[config.mk]
export PLATFORM = sky130hd
export DESIGN_NAME = kd_tree_ctrl
export DESIGN_NICKNAME = d
export VERILOG_FILES = /design/src/rtl/kd_pkg.sv /design/src/rtl/kd_res_fifo.sv /design/src/rtl/kd_tree_ctrl.sv
export SDC_FILE = /design/constraint.sdc
export NUM_CORES = 1
export LEC_CHECK = 0
export CORE_ASPECT_RATIO = 1.4
export CORE_UTILIZATION = 43
export CTS_CLUSTER_DIAMETER = 100
export CTS_CLUSTER_SIZE = 16
export DETAILED_ROUTE_END_ITERATION = 8
export GPL_ROUTABILITY_DRIVEN = 0
export GPL_TIMING_DRIVEN = 0
export PLACE_DENSITY = 0.86
export SKIP_LAST_GASP = 1
export SLEW_MARGIN = 20
export SYNTH_ARGS = -nofsm -noshare
export SYNTH_HDL_FRONTEND = slang
export SYNTH_SLANG_ARGS = --single-unit
[constraint.sdc]
create_clock -name clk -period 3.4 [get_ports clk]
set_input_delay 0.51 -clock clk [delete_from_list [all_inputs] [get_ports clk]]
set_output_delay 0.51 -clock clk [all_outputs]
set_load 0.02 [all_outputs]
[src/rtl/kd_pkg.sv]
// Shared definitions for the kd-tree controller: default widths and FSM encoding.
package kd_pkg;

  localparam int unsigned KD_DATA_WIDTH    = 55;
  localparam int unsigned KD_STORAGE_WIDTH = 22;

  typedef enum logic [1:0] {
    ST_LOAD  = 2'd0,
    ST_RUN   = 2'd1,
    ST_DRAIN = 2'd2
  } kd_state_e;

endpackage

[src/rtl/kd_res_fifo.sv]
// Result FIFO for traversal leaf indices; drops pushes when full and latches a sticky error.
module kd_res_fifo #(
  parameter int unsigned WIDTH = 3,
  parameter int unsigned DEPTH = 4
) (
  input  logic             clk,
  input  logic             rst,
  input  logic             push,
  input  logic [WIDTH-1:0] push_data,
  input  logic             pop,
  output logic [WIDTH-1:0] head,
  output logic             full,
  output logic             empty,
  output logic             err
);

  localparam int unsigned PTR_W = (DEPTH > 1) ? $clog2(DEPTH) : 1;
  localparam int unsigned CNT_W = $clog2(DEPTH + 1);

  logic [WIDTH-1:0] mem [DEPTH];
  logic [PTR_W-1:0] rd_ptr;
  logic [PTR_W-1:0] wr_ptr;
  logic [CNT_W-1:0] count;
  logic             do_push;
  logic             do_pop;

  assign full    = (count == CNT_W'(DEPTH));
  assign empty   = (count == '0);
  assign do_pop  = pop && !empty;
  // A pop in the same cycle frees the slot a full-FIFO push needs.
  assign do_push = push && (!full || do_pop);
  assign head    = mem[rd_ptr];

  function automatic logic [PTR_W-1:0] ptr_inc(input logic [PTR_W-1:0] p);
    return (p == PTR_W'(DEPTH - 1)) ? '0 : p + PTR_W'(1);
  endfunction

  always_ff @(posedge clk) begin
    if (do_push) mem[wr_ptr] <= push_data;
  end

  always_ff @(posedge clk or posedge rst) begin
    if (rst) begin
      rd_ptr <= '0;
      wr_ptr <= '0;
      count  <= '0;
      err    <= 1'b0;
    end else begin
      if (do_push) wr_ptr <= ptr_inc(wr_ptr);
      if (do_pop)  rd_ptr <= ptr_inc(rd_ptr);
      case ({do_push, do_pop})
        2'b10:   count <= count + CNT_W'(1);
        2'b01:   count <= count - CNT_W'(1);
        default: count <= count;
      endcase
      if (push && !do_push) err <= 1'b1;
    end
  end

endmodule

[src/rtl/kd_tree_ctrl.sv]
// kd-tree controller: loads node config words, issues queries with credit flow control,
// and returns leaf results in order through a FIFO.
module kd_tree_ctrl
  import kd_pkg::*;
#(
  parameter int unsigned DATA_WIDTH    = KD_DATA_WIDTH,
  parameter int unsigned STORAGE_WIDTH = KD_STORAGE_WIDTH,
  parameter int unsigned NUM_NODES     = 7,
  parameter int unsigned LEAF_W        = 3,
  parameter int unsigned RES_DEPTH     = 4
) (
  input  logic                     clk,
  input  logic                     rst_n,
  input  logic                     cfg_valid,
  output logic                     cfg_ready,
  input  logic [STORAGE_WIDTH-1:0] cfg_wdata,
  output logic [NUM_NODES-1:0]     node_wen,
  output logic [STORAGE_WIDTH-1:0] node_wdata,
  input  logic                     q_valid,
  output logic                     q_ready,
  input  logic [DATA_WIDTH-1:0]    q_patch,
  output logic                     pipe_valid,
  output logic [DATA_WIDTH-1:0]    pipe_patch,
  input  logic                     leaf_valid,
  input  logic [LEAF_W-1:0]        leaf_idx,
  output logic                     res_valid,
  output logic [LEAF_W-1:0]        res_idx,
  input  logic                     res_ready,
  input  logic                     clear,
  output logic                     loaded,
  output logic                     err
);

  localparam int unsigned CNT_W  = (NUM_NODES > 1) ? $clog2(NUM_NODES) : 1;
  localparam int unsigned CRED_W = $clog2(RES_DEPTH + 1);

  kd_state_e         state;
  logic [CNT_W-1:0]  node_cnt;
  logic [CNT_W-1:0]  wr_idx;
  logic [CRED_W-1:0] credits;
  logic              cfg_hs;
  logic              q_hs;
  logic              res_hs;
  logic              fifo_empty;
  logic              unused_fifo_full;

  // Handshake readiness depends only on registered state and clear, never on leaf_valid.
  assign cfg_ready = (state == ST_LOAD);
  assign q_ready   = (state == ST_RUN) && (credits < CRED_W'(RES_DEPTH)) && !clear;
  assign res_valid = !fifo_empty;
  assign cfg_hs    = cfg_valid && cfg_ready;
  assign q_hs      = q_valid && q_ready;
  assign res_hs    = res_valid && res_ready;
  // A clear during load restarts numbering, so a same-cycle word lands on node 0.
  assign wr_idx    = clear ? '0 : node_cnt;

  always_ff @(posedge clk or posedge rst_n) begin
    if (rst_n) begin
      state      <= ST_LOAD;
      node_cnt   <= '0;
      credits    <= '0;
      node_wen   <= '0;
      node_wdata <= '0;
      pipe_valid <= 1'b0;
      pipe_patch <= '0;
      loaded     <= 1'b0;
    end else begin
      node_wen   <= '0;
      pipe_valid <= q_hs;
      if (q_hs) pipe_patch <= q_patch;

      if (q_hs && !res_hs)
        credits <= credits + CRED_W'(1);
      else if (!q_hs && res_hs && (credits != '0))
        credits <= credits - CRED_W'(1);

      case (state)
        ST_LOAD: begin
          if (cfg_hs) begin
            node_wen   <= NUM_NODES'(1) << wr_idx;
            node_wdata <= cfg_wdata;
            if (wr_idx == CNT_W'(NUM_NODES - 1)) begin
              state    <= ST_RUN;
              loaded   <= 1'b1;
              node_cnt <= '0;
            end else begin
              node_cnt <= wr_idx + CNT_W'(1);
            end
          end else if (clear) begin
            node_cnt <= '0;
          end
        end
        ST_RUN: begin
          if (clear) state <= ST_DRAIN;
        end
        ST_DRAIN: begin
          if (credits == '0) begin
            state  <= ST_LOAD;
            loaded <= 1'b0;
          end
        end
        default: state <= ST_LOAD;
      endcase
    end
  end

  kd_res_fifo #(
    .WIDTH (LEAF_W),
    .DEPTH (RES_DEPTH)
  ) u_res_fifo (
    .clk       (clk),
    .rst       (rst_n),
    .push      (leaf_valid),
    .push_data (leaf_idx),
    .pop       (res_ready),
    .head      (res_idx),
    .full      (unused_fifo_full),
    .empty     (fifo_empty),
    .err       (err)
  );

endmodule

==> flow_metrics.tcl <==
set metrics [dict create \
    final_nets 594 \
    syn-num-nets 395 \
    grt_pass1_vias 3353 \
    switchingPower_w 0.00113 \
    p_total_w 0.00430 \
    clkPwrFrac_pct 43.6 \
    ctsHoldBuffers 0 \
    area_growth_pct 57.9 \
    intPower_w 0.00317 \
    ys_top_cells_by_area "dfrtp_1, mux2_2, edfxtp_1" \
    ys_ff_latch 114 \
    crit_required_ps 2890 \
    critPathMaxStageDelay_ps 570 \
    path_clk_slew_ps 60 \
    setup_viol 0 \
    peakVddDrop_mv 0.498 \
    clkLatencyLatePin_ps 400 \
    crit_type "flip-flop to output pin" \
    synthArstFlopShare_pct 89.5 \
    cts-root-buf "clkbuf_16" \
    first_iter_violations 83 \
    ant_nets 0 \
    synth.cell_area_um2 4550 \
    fin_cells 650 \
    syn_avg_cell_area_um2 15.2 \
    mostFrequentLayoutCells "clkdlybuf4s50_1, dfrtp_1, mux2_2" \
    hold_viol 0 \
    critical_path.top_delay_family "buffers and inverters" \
    grt_util_all_layers_pct 20.9 \
    hold_path.class "input pin to asynchronous set/reset pin" \
    period_minus_slack_ps 2510 \
    rsz0062_at_grt "no" \
    final_area_um2 7190 \
    max_slew.worst_pin.slew_ps 482 \
    r2r_cells 8 \
    core_area_um2 10300 \
    max_clock_freq_ghz 0.398 \
    min_period_over_period_pct 73.9 \
    viasPerCell 4.91 \
    grt_max_degree 71 \
    end_kind "output pin" \
    rr_endpoint "credits[2]" \
    synth_edf_count 12 \
    finalWirelength_mm 11.0 \
    critPathMaxFanout 6 \
    ys.flop_type "dfrtp_1" \
    avgRoutedWirePerCell_um 16.9 \
    syn_inst 300 \
    hpwl_mm 7.90 \
    die_height_um 124 \
    max-cap-violations 0 \
    yosys_warnings 0 \
    cts_resized 0 \
    place_inst 618 \
    p_per_area_nw_per_um2 598 \
    leakagePower_nw 3.17 \
    grt_antenna_before_repair 0 \
    r2r-start "state[1]" \
    fin_worst_skew_ps 7.32 \
    status "finished clean" \
    met1_usage_pct 22.6 \
    final_common_cell "clkdlybuf4s50_1" \
    seqPwrFrac_pct 38.4 \
    maxSlewHeadroom_pct 67.9 \
    grt_pass1_wl_mm 16.8 \
    dpl-instance-area_um2 6550 \
    die_area_um2 11000 \
    num_io_pins 180 \
    postCtsSetupRepairBufs 0 \
    cts.sinks 114 \
    first_pass_iters 4 \
    startpoint "u_res_fifo.rd_ptr[0]" \
    worstPathCellList "mux4_2 > clkdlybuf4s50_1" \
    path_depth 2 \
    drive_above_1_share_pct 25.0 \
    grt_overflow_total 0 \
    numCtsBuffers 17 \
    grt_busiest_layer "met2" \
    arrival_ps 2000 \
    use_met3_pct 7.22 \
    slowest_stage "clkdlybuf4s50_1" \
    port_buffers 179 \
    htree_levels 4 \
    fillCellCount 699 \
    slew_violations 0 \
    seq_area_frac_synth_pct 64.0 \
    cts_max_path_buffers 2 \
    r2r_slack_ps 1240 \
    die_x_um 89.0 \
    synth_top_area_cell "dfrtp_1" \
    drc_errors 0 \
    startpoint_type "flip-flop" \
    synth_cell_types 39 \
    vias 3193 \
    diodes 0 \
    rows 44 \
    swShare_pct 26.3 \
    initial_core_util_pct 44.0 \
    synth_top_area_share_pct 56.1 \
    cp_num_buf_inv 1 \
    tritoncts "yes" \
    global_route.usage.met2_pct 37.3 \
    pwr-share-comb_pct 18.0 \
]
==> through the flow <==
stage               hold slack [ps]  TNS (ps)  worst slack, ps  utilization, %
floorplan                       488         0              215               -
detailed placement              465         0              762            63.3
finish                          465         0              888            69.4
global placement                462   -113610            -1120            63.0
CTS                             456         0              850            69.4
global route                    478         0              796            69.4
==> state kept, by name, summed over array words and instances, names as in the netlist <==
| register | cells |
|---|---|
| node_cnt | 3 |
| u_res_fifo.count | 3 |
| u_res_fifo.err | 1 |
| pipe_patch | 55 |
| loaded | 1 |
| state | 2 |
| u_res_fifo.mem | 12 |
| node_wdata | 22 |
| u_res_fifo.wr_ptr | 2 |
| pipe_valid | 1 |
| u_res_fifo.rd_ptr | 2 |
| credits | 3 |
| node_wen | 7 |
==> Yosys cell counts (2+ instances only) <==
cell type  number
nor2_1         10
nand2b_1        3
inv_1          11
fa_1            2
nor3_1          5
mux4_2          3
nand3_1         6
o21ai_0         7
buf_4           6
and2_1          2
clkbuf_1        2
a21oi_1         2
mux2_2         79
edfxtp_1       12
nand2_1        12
mux2i_1         3
buf_2           2
xnor2_1         2
dfrtp_1       102
and3_1          5
ha_1            6
==> worst max-delay path by stage <==
stage,end
3_3_place_gp,u_res_fifo.wr_ptr[1]
4_1_cts,res_idx[1]
5_1_grt,res_idx[1]
6_report,res_idx[1]
3_5_place_dp,credits[2]
2_1_floorplan,credits[0]
==> kinds of logic after synthesis <==
| logic type | share of synthesized area [%] |
|---|---|
| compound gates | 2.97 |
| xor+xnor | 0.577 |
| fa+ha+maj | 2.53 |
| buf+inv | 2.53 |
| flops | 64.0 |
| mux | 21.7 |
| simple gates | 5.72 |
==> layout make-up <==
class / count / area, um2 / share of cell area [%]
Clock inverter: 13 / 173 / 2.40
Clock buffer: 19 / 464 / 6.46
Multi-Input combinational cell: 164 / 1520 / 21.2
Buffer: 11 / 73.8 / 1.03
Inverter: 11 / 46.3 / 0.644
Sequential cell: 114 / 2910 / 40.5
Timing Repair Buffer: 180 / 1820 / 25.3
Tap cell: 138 / 173 / 2.40
==> routing by layer <==
| metal | vias up | share of wire [%] |
|---|---|---|
| li1 | 1468 | - |
| met1 | 1565 | 38 |
| met2 | 144 | 53 |
| met3 | 16 | 7.5 |
| met4 | 0 | 1.8 |
| met5 | - | 0 |
==> power groups by stage <==
stage / combinational (W) / sequential [W] / clock, W
floorplan: 0.000373 / 0.00171 / 0
global placement: 0.000739 / 0.00166 / 0
detailed placement: 0.000774 / 0.00167 / 0
CTS: 0.000783 / 0.00165 / 0.00191
global route: 0.000850 / 0.00167 / 0.00198
finish: 0.000774 / 0.00165 / 0.00188
Note: power is estimated with default switching activity, not from simulation.
